<file path="config.mk">
export PLATFORM = sky130hd
export DESIGN_NAME = llc_ctrl_fsm
export DESIGN_NICKNAME = d
export VERILOG_FILES = /design/src/rtl/llc_ctrl_fsm.sv
export SDC_FILE = /design/constraint.sdc
export NUM_CORES = 1
export LEC_CHECK = 0
export CORE_ASPECT_RATIO = 0.5
export CORE_MARGIN = 10
export CORE_UTILIZATION = 52
export CTS_BUF_LIST = sky130_fd_sc_hd__clkbuf_16
export CTS_CLUSTER_SIZE = 20
export DETAILED_ROUTE_END_ITERATION = 8
export GPL_TIMING_DRIVEN = 0
export PLACE_DENSITY = 0.8
export SLEW_MARGIN = 10
export SYNTH_ARGS = -nofsm -noshare
export SYNTH_HDL_FRONTEND = slang
export SYNTH_SLANG_ARGS = --single-unit
export TNS_END_PERCENT = 30
</file>
<file path="constraint.sdc">
create_clock -name clk -period 4.3 [get_ports clk]
set_input_delay 0.645 -clock clk [delete_from_list [all_inputs] [get_ports clk]]
set_output_delay 0.645 -clock clk [all_outputs]
set_load 0.02 [all_outputs]
</file>
<file path="src/rtl/llc_ctrl_fsm.sv">
// Sequencing controller for a 4-way set-associative LLC tag store with tree pseudo-LRU.
// Optional statistics counters are built when LLC_CTRL_STATS_EN is defined.
module llc_ctrl_fsm #(
  parameter int SETS     = 4,
  parameter int ADDR_W   = 32,
  parameter int OFFSET_W = 6
) (
  input  logic              clk,
  input  logic              rst,
  input  logic              req_valid,
  output logic              req_ready,
  input  logic [3:0]        req_cmd,
  input  logic [ADDR_W-1:0] req_addr,
  output logic              resp_valid,
  output logic              resp_hit,
  output logic [1:0]        resp_way,
  output logic              mem_req_valid,
  input  logic              mem_req_ready,
  output logic              mem_req_write,
  output logic [ADDR_W-1:0] mem_req_addr,
  input  logic              mem_ack,
  output logic [31:0]       hit_cnt,
  output logic [31:0]       miss_cnt,
  output logic [31:0]       wb_cnt
);
  localparam int IDX_W  = $clog2(SETS);
  localparam int TAG_W  = ADDR_W - IDX_W - OFFSET_W;
  localparam int LINE_W = ADDR_W - OFFSET_W;

  localparam logic [3:0] CMD_READ  = 4'd0;
  localparam logic [3:0] CMD_WRITE = 4'd1;
  localparam logic [3:0] CMD_INVAL = 4'd2;
  localparam logic [3:0] CMD_CLEAR = 4'd8;

  typedef enum logic [2:0] {
    IDLE, LOOKUP, WB, WB_WAIT, FILL, FILL_WAIT, CLR, RESP
  } state_t;

  state_t               state_reg, state_next;
  logic [3:0]           cmd_reg, cmd_next;
  logic [LINE_W-1:0]    line_reg, line_next;
  logic [1:0]           victim_reg, victim_next;
  logic [TAG_W-1:0]     victim_tag_reg, victim_tag_next;
  logic                 resp_hit_reg, resp_hit_next;
  logic [1:0]           resp_way_reg, resp_way_next;
  logic [IDX_W-1:0]     clr_idx_reg, clr_idx_next;

  logic [TAG_W-1:0]     tag_reg   [SETS][4];
  logic [3:0]           valid_reg [SETS];
  logic [3:0]           dirty_reg [SETS];
  logic [2:0]           plru_reg  [SETS];

  logic [IDX_W-1:0]     idx;
  logic [TAG_W-1:0]     req_tag;
  logic [3:0]           hit_vec;
  logic                 hit_any;
  logic [1:0]           hit_way;
  logic [1:0]           victim_sel;
  logic                 do_touch, do_set_dirty, do_inval, do_install, do_clr;
  logic                 unused_offset;

  // Byte-select bits never matter to the tag store.
  assign unused_offset = ^req_addr[OFFSET_W-1:0];

  assign idx     = line_reg[IDX_W-1:0];
  assign req_tag = line_reg[LINE_W-1 -: TAG_W];

  function automatic logic [2:0] plru_touch(input logic [2:0] p, input logic [1:0] w);
    logic [2:0] n;
    n = p;
    case (w)
      2'd0:    begin n[1] = 1'b0; n[0] = 1'b0; end
      2'd1:    begin n[1] = 1'b1; n[0] = 1'b0; end
      2'd2:    begin n[0] = 1'b1; n[2] = 1'b0; end
      default: begin n[0] = 1'b1; n[2] = 1'b1; end
    endcase
    return n;
  endfunction

  function automatic logic [1:0] plru_victim(input logic [2:0] p);
    if (!p[0]) return p[2] ? 2'd2 : 2'd3;
    else       return p[1] ? 2'd0 : 2'd1;
  endfunction

  for (genvar gi = 0; gi < 4; gi++) begin : g_cmp
    assign hit_vec[gi] = valid_reg[idx][gi] && (tag_reg[idx][gi] == req_tag);
  end
  assign hit_any = |hit_vec;

  always_comb begin
    hit_way = 2'd0;
    for (int w = 3; w >= 0; w--) if (hit_vec[w]) hit_way = 2'(w);
  end

  // Empty ways are filled lowest-first before the PLRU tree is consulted.
  always_comb begin
    victim_sel = plru_victim(plru_reg[idx]);
    for (int w = 3; w >= 0; w--) if (!valid_reg[idx][w]) victim_sel = 2'(w);
  end

  always_ff @(posedge clk) begin
    if (rst) begin
      state_reg      <= IDLE;
      cmd_reg        <= '0;
      line_reg       <= '0;
      victim_reg     <= '0;
      victim_tag_reg <= '0;
      resp_hit_reg   <= 1'b0;
      resp_way_reg   <= '0;
      clr_idx_reg    <= '0;
    end else begin
      state_reg      <= state_next;
      cmd_reg        <= cmd_next;
      line_reg       <= line_next;
      victim_reg     <= victim_next;
      victim_tag_reg <= victim_tag_next;
      resp_hit_reg   <= resp_hit_next;
      resp_way_reg   <= resp_way_next;
      clr_idx_reg    <= clr_idx_next;
    end
  end

  always_comb begin
    state_next      = state_reg;
    cmd_next        = cmd_reg;
    line_next       = line_reg;
    victim_next     = victim_reg;
    victim_tag_next = victim_tag_reg;
    resp_hit_next   = resp_hit_reg;
    resp_way_next   = resp_way_reg;
    clr_idx_next    = clr_idx_reg;
    do_touch        = 1'b0;
    do_set_dirty    = 1'b0;
    do_inval        = 1'b0;
    do_install      = 1'b0;
    do_clr          = 1'b0;
    req_ready       = 1'b0;
    resp_valid      = 1'b0;
    resp_hit        = 1'b0;
    resp_way        = 2'd0;
    mem_req_valid   = 1'b0;
    mem_req_write   = 1'b0;
    mem_req_addr    = '0;

    case (state_reg)
      IDLE: begin
        req_ready = 1'b1;
        if (req_valid) begin
          cmd_next   = req_cmd;
          line_next  = req_addr[ADDR_W-1:OFFSET_W];
          state_next = LOOKUP;
        end
      end
      LOOKUP: begin
        resp_hit_next = 1'b0;
        resp_way_next = 2'd0;
        state_next    = RESP;
        case (cmd_reg)
          CMD_READ, CMD_WRITE: begin
            if (hit_any) begin
              do_touch      = 1'b1;
              do_set_dirty  = (cmd_reg == CMD_WRITE);
              resp_hit_next = 1'b1;
              resp_way_next = hit_way;
            end else begin
              victim_next     = victim_sel;
              victim_tag_next = tag_reg[idx][victim_sel];
              state_next      = (valid_reg[idx][victim_sel] && dirty_reg[idx][victim_sel]) ? WB : FILL;
            end
          end
          CMD_INVAL: begin
            if (hit_any) begin
              do_inval      = 1'b1;
              resp_hit_next = 1'b1;
              resp_way_next = hit_way;
            end
          end
          CMD_CLEAR: begin
            clr_idx_next = '0;
            state_next   = CLR;
          end
          default: ;
        endcase
      end
      WB: begin
        mem_req_valid = 1'b1;
        mem_req_write = 1'b1;
        mem_req_addr  = {victim_tag_reg, idx, {OFFSET_W{1'b0}}};
        if (mem_req_ready) state_next = WB_WAIT;
      end
      WB_WAIT: if (mem_ack) state_next = FILL;
      FILL: begin
        mem_req_valid = 1'b1;
        mem_req_addr  = {req_tag, idx, {OFFSET_W{1'b0}}};
        if (mem_req_ready) state_next = FILL_WAIT;
      end
      FILL_WAIT: begin
        if (mem_ack) begin
          do_install    = 1'b1;
          resp_hit_next = 1'b0;
          resp_way_next = victim_reg;
          state_next    = RESP;
        end
      end
      CLR: begin
        do_clr = 1'b1;
        if (clr_idx_reg == IDX_W'(SETS - 1)) state_next = RESP;
        else                                 clr_idx_next = clr_idx_reg + 1'b1;
      end
      RESP: begin
        resp_valid = 1'b1;
        resp_hit   = resp_hit_reg;
        resp_way   = resp_way_reg;
        state_next = IDLE;
      end
      default: state_next = IDLE;
    endcase

    if (rst) begin
      req_ready     = 1'b0;
      resp_valid    = 1'b0;
      resp_hit      = 1'b0;
      resp_way      = 2'd0;
      mem_req_valid = 1'b0;
    end
  end

  // Tags carry no reset; a line is only meaningful while its valid bit is set.
  always_ff @(posedge clk) begin
    if (rst) begin
      for (int s = 0; s < SETS; s++) begin
        valid_reg[s] <= '0;
        dirty_reg[s] <= '0;
        plru_reg[s]  <= '0;
      end
    end else begin
      if (do_touch) begin
        plru_reg[idx] <= plru_touch(plru_reg[idx], hit_way);
        if (do_set_dirty) dirty_reg[idx][hit_way] <= 1'b1;
      end
      if (do_inval) begin
        valid_reg[idx][hit_way] <= 1'b0;
        dirty_reg[idx][hit_way] <= 1'b0;
      end
      if (do_install) begin
        tag_reg[idx][victim_reg]   <= req_tag;
        valid_reg[idx][victim_reg] <= 1'b1;
        dirty_reg[idx][victim_reg] <= (cmd_reg == CMD_WRITE);
        plru_reg[idx]              <= plru_touch(plru_reg[idx], victim_reg);
      end
      if (do_clr) begin
        valid_reg[clr_idx_reg] <= '0;
        dirty_reg[clr_idx_reg] <= '0;
        plru_reg[clr_idx_reg]  <= '0;
      end
    end
  end

`ifdef LLC_CTRL_STATS_EN
  logic [31:0] hit_cnt_reg, miss_cnt_reg, wb_cnt_reg;
  logic        wb_hs;
  logic        rw_resp;

  assign wb_hs   = (state_reg == WB) && mem_req_ready;
  assign rw_resp = (state_reg == RESP) && ((cmd_reg == CMD_READ) || (cmd_reg == CMD_WRITE));

  always_ff @(posedge clk) begin
    if (rst) begin
      hit_cnt_reg  <= '0;
      miss_cnt_reg <= '0;
      wb_cnt_reg   <= '0;
    end else begin
      if (rw_resp && resp_hit_reg)  hit_cnt_reg  <= hit_cnt_reg + 1'b1;
      if (rw_resp && !resp_hit_reg) miss_cnt_reg <= miss_cnt_reg + 1'b1;
      if (wb_hs)                    wb_cnt_reg   <= wb_cnt_reg + 1'b1;
    end
  end

  assign hit_cnt  = hit_cnt_reg;
  assign miss_cnt = miss_cnt_reg;
  assign wb_cnt   = wb_cnt_reg;
`else
  assign hit_cnt  = '0;
  assign miss_cnt = '0;
  assign wb_cnt   = '0;
`endif

endmodule

</file>
==> results.toml, run 1 <==
[status]
status = "complete, but fails checks"
violations = "negative setup slack"

[synthesis]
ys.flop_type = "edfxtp_1"
syn_inst = 1626
ys_seq_elements = 494
async_flop_share = 0
ys_seq_area_frac = 0.614
synth_edf_count = 428
synth.avg_cell_area_um2 = 14.2
ys_warn_count = 0
synth.distinct_cells = 74
synth_area_um2 = 23100

[setup_path]
crit_slowest_cell = "clkbuf_1"
cp.depth = 5
setup.worst_path.start = "state_reg[1]"
crit_path_cell_trace = "clkinv_1 > nor3_2 > clkbuf_1 > a22o_1 > clkdlybuf4s50_1"
cp-end-kind = "output port"
arrival_ns = 3.72
critPathMaxFanout = 10
worstSetupPathType = "register to output port"
required_ns = 3.65
critPathCapture = "mem_req_addr[19]"
path_buf_inv = 3
worst-r2r-setup-slack_ns = 0
timing.rr.end = "dirty_reg[0][0]"
max_stage_delay_ns = 0.79
cpLargestDelayFamily = "buffers and inverters"
start_kind = "register"
rr_worst_depth = 13

[global_routing]
grt_pass1_wl_um = 109000
antenna_found_initial = 1
grt_pass1_vias = 15600
grtUsageTotal = 0.277
grt_max_degree = 19
grt_remaining_overflow = 0

[floorplan]
dieArea_um2 = 53700
core_area_um2 = 43700
fp.dieH_um = 169
rows = 54
ios = 176
initial_utilization = 0.528
dieWidth_um = 318

[clock_tree]
htree_levels = 2
cts_tree = "done"
ctsHoldBuffers = 0
root_buffer = "clkbuf_16"
cts_buffer_depth = 3
clkSlewWorstSetupHoldPaths_ns = 0.07
cts.sinks = 494
cts_buffers = 44
insertion_delay_ns = 0.59

[timing]
drv_slew = 0
fin_ws_ns = -0.0645
max_freq_ghz = 0.229
finalSetupTns_ns = -0.101
worstMarginPinSlew_ns = 1.28
layout_min_cycle_time_ns = 4.36
clock_skew_ns = 0.0241
period_share = 1.01
maxSlewHeadroom = 0.150
final_hold_viol_count = 0
setup_viol = 5

[placed_design]
place_congestion = 1.04
dp_hpwl_um = 54000
preCtsSetupSlack_ns = -0.644
numPortBuffers = 66

[drt]
route.vias.total = 15900
drt_first_iter_violations = 3088
vias_per_cell = 6.42
ant_nets = 0
drtPass1Iterations = 6
drt_wl_total_um = 77000
drcViolationCount = 0
routedWlPerCell_um = 31.1

[cells_and_area]
diodes = 0
largest_reg_flops = 384
mostFrequentLayoutCells = "edfxtp_1 (428), nand2_1 (165), mux4_2 (126)"
area_growth_pct = 18.1
layout_commonest_cell = "edfxtp_1"
fill_cells = 3087
layout-drive-gt1-share = 0.226
layout.nets = 1899

[power]
power.density_nw_per_um2 = 494
leakage_nw = 9.30
vdd_drop_max_mv = 0.315

[job]
cap_violations = 0

[worst_hold_path]
hp-class = "register to register"
-- stage by stage --
| step | hold WS, ns | std cells | cell area [um^2] | power [W] | utilization |
|---|---|---|---|---|---|
| floorplan | 0.449 | 1727 | 23500 | 0.00789 | - |
| finish | 0.497 | 2481 | 27300 | 0.0135 | 0.624 |
| global placement | 0.465 | 2381 | 24900 | 0.00909 | 0.569 |
| CTS | 0.488 | 2480 | 27100 | 0.0132 | 0.619 |
| detailed placement | 0.476 | 2398 | 25400 | 0.00916 | 0.582 |
| global route | 0.522 | 2481 | 27300 | 0.0137 | 0.624 |
-- power breakdown --
group	internal, W	switching, W	total [W]
logic	0.00127	0.00233	0.00360
clock network	0.00223	0.00183	0.00406
registers	0.00551	0.000280	0.00579
total	0.00901	0.00444	0.0135
-- worst reg2reg max path, delay by kind of cell, from the launching register on --
family / cells / cell delay (ns)
muxes: 1 / 0.40
DFF: 1 / 0.46
AOI/OAI and AO/OA: 3 / 0.64
and+or+nand+nor: 4 / 0.86
xor gates and xnor gates: 1 / 0.37
buffers and inverters: 4 / 1.27
-- cell families after synthesis --
logic type | after synthesis | share of synthesized area
flops | 494 | 0.614
compound gates | 199 | 0.0577
other cells | 1 | 0.000162
buf+inv | 228 | 0.0592
simple gates | 433 | 0.0877
fa+ha+maj | 1 | 0.000542
xor+xnor | 94 | 0.0360
mux | 176 | 0.145
-- worst min-delay path by stage --
stage | from | endpoint | slack (ns) | cells after the start
after floorplan | resp_hit_reg | resp_hit_reg | 0.45 | 2
after global placement | victim_tag_reg[0] | victim_tag_reg[0] | 0.47 | 2
after detailed placement | victim_tag_reg[0] | victim_tag_reg[0] | 0.48 | 2
after CTS | victim_tag_reg[0] | victim_tag_reg[0] | 0.49 | 2
after global routing | victim_tag_reg[16] | victim_tag_reg[16] | 0.52 | 2
final | victim_tag_reg[23] | victim_tag_reg[23] | 0.50 | 2
-- routing by layer --
metal	part of all wire	vias up	global-route usage	wire [um]
li1	-	6432	-	-
met1	0.36	7824	0.360	27400
met3	0.16	252	0.102	12500
met2	0.43	1421	0.416	33400
met5	0.00017	-	0	13
met4	0.049	2	0.120	3750
-- synth_stat cells, drive strengths merged, types with 2 or more instances --
cell type | n | area [um^2]
nand4b | 3 | 32.5
a22o | 24 | 210
a21o | 6 | 45.0
and3 | 6 | 37.5
xor2 | 3 | 26.3
o211a | 3 | 30.0
a211oi | 7 | 52.6
o2111ai | 2 | 30.0
or3 | 5 | 31.3
o21ai | 17 | 85.1
nand3 | 13 | 65.1
mux2i | 46 | 460
o21bai | 12 | 90.1
nor3 | 24 | 130
o31a | 2 | 17.5
and2 | 14 | 87.6
o211ai | 2 | 15.0
nor2b | 17 | 106
xnor2 | 91 | 805
edfxtp | 428 | 12900
a311oi | 3 | 26.3
a22oi | 8 | 60.1
nand2 | 167 | 627
or4 | 3 | 30.0
nand4 | 36 | 225
a21oi | 78 | 394
a31oi | 12 | 75.1
buf | 146 | 1060
mux2 | 4 | 45.0
clkbuf | 62 | 233
nor4 | 7 | 43.8
a21boi | 2 | 15.0
or2 | 5 | 31.3
nor2 | 114 | 428
o32ai | 2 | 17.5
dfxtp | 66 | 1320
mux4 | 126 | 2840
a32oi | 6 | 52.6
nor3b | 3 | 27.5
inv | 19 | 71.3
nand2b | 10 | 62.6
o221ai | 2 | 17.5
-- final cells by class --
cell class              instances  area [um^2]  area share
flip-flops and latches        494        14200       0.520
repair buffers                 85         1110      0.0408
inverters                      20         75.1     0.00275
multi-input cells            1005         8340       0.306
plain buffers                 207         1360      0.0498
clock buffers                  45         1130      0.0413
clock inverters                37          335      0.0123
well taps                     588          736      0.0270
-- repair_timing --
| action | in CTS | in global routing |
|---|---|---|
| setup endpoints to repair | 112 | 90 |
| gates resized for setup | 35 | 39 |
| buffers inserted | 0 | 2 |
| pin swaps | 0 | 2 |
Note: power is estimated with default switching activity, not from simulation.
==> run 2, diff against run 1 <==
--- a/config.mk
+++ b/config.mk
@@ -7,12 +7,12 @@
 export LEC_CHECK = 0
 export CORE_ASPECT_RATIO = 0.5
 export CORE_MARGIN = 10
-export CORE_UTILIZATION = 52
+export CORE_UTILIZATION = 59
 export CTS_BUF_LIST = sky130_fd_sc_hd__clkbuf_16
-export CTS_CLUSTER_SIZE = 20
+export CTS_CLUSTER_SIZE = 40
 export DETAILED_ROUTE_END_ITERATION = 8
 export GPL_TIMING_DRIVEN = 0
-export PLACE_DENSITY = 0.8
+export PLACE_DENSITY = 0.88
 export SLEW_MARGIN = 10
 export SYNTH_ARGS = -nofsm -noshare
 export SYNTH_HDL_FRONTEND = slang
==> results.toml, run 2 (same netlist as run 1, synthesis figures left out) <==
[drt]
routedWlPerCell_um = 33.7
drtPass1Iterations = 6
vias_per_cell = 6.75
ant_nets = 0
drt_wl_total_um = 81500
route.vias.total = 16300
drt_first_iter_violations = 2871
drcViolationCount = 0

[power]
power.density_nw_per_um2 = 503
leakage_nw = 9.32
power_w = 0.0137
vdd_drop_max_mv = 0.294

[cells_and_area]
area_growth_pct = 18.1
mostFrequentLayoutCells = "edfxtp_1 (428), nand2_1 (166), mux4_2 (126)"
layout_commonest_cell = "edfxtp_1"
layout.nets = 1897
final_area_um2 = 27300
largest_reg_flops = 384
layout-drive-gt1-share = 0.232

[clock_tree]
ctsHoldBuffers = 0
post-cts-setup-buffers = 0
htree_levels = 2
cts_tree = "done"
insertion_delay_ns = 0.59
clkSlewWorstSetupHoldPaths_ns = 0.08
cts_buffer_depth = 3
cts.sinks = 494
cts_buffers = 43
root_buffer = "clkbuf_16"

[setup_path]
required_ns = 4.81
worstSetupPathType = "register to register"
critPathMostFrequentCell = "buf_2"
max_stage_delay_ns = 0.72
crit_slowest_cell = "mux4_2"
critPathMaxFanout = 10
crit_path_cell_trace = "buf_12 > buf_8 > buf_4 > mux4_2 > a31oi_4 > clkbuf_4 > buf_2 > buf_2 > nand2_1 > nand3_1 > o211ai_1 > a21oi_1"
cp-end-kind = "register"
arrival_ns = 4.88
start_kind = "register"

[timing]
max_freq_ghz = 0.228
period_share = 1.02
maxSlewHeadroom = 0.121
clock_skew_ns = 0.0322
drv_slew = 0
worstMarginPinSlew_ns = 1.29
layout_min_cycle_time_ns = 4.38
final_hold_viol_count = 0
setup_viol = 2
fin_ws_ns = -0.0774
rsz0062_at_grt = "yes"

[global_routing]
grt_pass1_wl_um = 115000
grt_pass1_vias = 16000
grtUsageTotal = 0.335
grt_remaining_overflow = 0
antenna_found_initial = 1
grt_max_degree = 19

[placed_design]
dpl_cell_area_um2 = 25300
numPortBuffers = 66
dp_hpwl_um = 56400
place_congestion = 1.05

[status]
violations = "negative setup slack"
status = "complete, but fails checks"

[floorplan]
core_area_um2 = 38700
initial_utilization = 0.596
rows = 51
dieArea_um2 = 47900
dieWidth_um = 300
ios = 176
fp.dieH_um = 160

[job]
cap_violations = 0

[worst_hold_path]
hp-class = "register to register"
-- run 2: routing by layer --
metal / track usage / part of all wire / up-vias
li1: - / - / 6426
met1: 0.429 / 0.35 / 7980
met2: 0.487 / 0.43 / 1590
met3: 0.148 / 0.17 / 336
met4: 0.150 / 0.051 / 4
met5: 0 / 0.00037 / -
-- run 2: worst paths after layout --
kind                                   startpoint           endpoint  slack (ns)  depth (start not counted)
worst min-delay path            victim_tag_reg[5]  victim_tag_reg[5]        0.51                          2
worst max-delay path                     register  victim_tag_reg[9]       -0.08                         12
worst min register to register  victim_tag_reg[5]  victim_tag_reg[5]        0.51                          2
worst max register to register           register  victim_tag_reg[9]       -0.08                         12
-- run 2: area by class of cell --
type	count	area, um^2
buffer	208	1390
sequential	494	14200
multi-input combinational	1005	8400
inverter	20	75.1
timing repair buffer	83	1080
clock buffer	44	1100
tap	530	663
fill	2450	11500
clock inverter	35	373
antenna	1	2.50
-- run 2: through the flow --
step / cells / setup slack, ns / TNS, ns / hold WS [ns] / util
6_report: 2420 / -0.0774 / -0.0775 / 0.507 / 0.704
5_1_grt: 2419 / -0.0198 / -0.0198 / 0.523 / 0.704
4_1_cts: 2419 / 0.0569 / 0 / 0.502 / 0.698
3_5_place_dp: 2340 / -0.518 / -23.74 / 0.486 / 0.654
3_3_place_gp: 2323 / -1.37 / -421.05 / 0.474 / 0.640
2_1_floorplan: 1727 / 0.787 / 0 / 0.449 / -
-- run 2: power by group --
part | switching, W | internal, W
Clock | 0.00186 | 0.00230
Combinational | 0.00244 | 0.00130
Sequential | 0.000288 | 0.00550
Total | 0.00459 | 0.00911
-- run 2: critical path: cells and delay by family (launching register included) --
kind            cells  cell delay (ns)
buf+inv             6             2.01
compound gates      3             0.87
mux                 1             0.72
flops               1             0.45
simple gates        2             0.20
-- run 2: repair_timing --
action | CTS | global route
endpoints found under the setup margin | 104 | 58
gates resized for setup | 50 | 39
endpoints found under the hold margin | 0 | 0
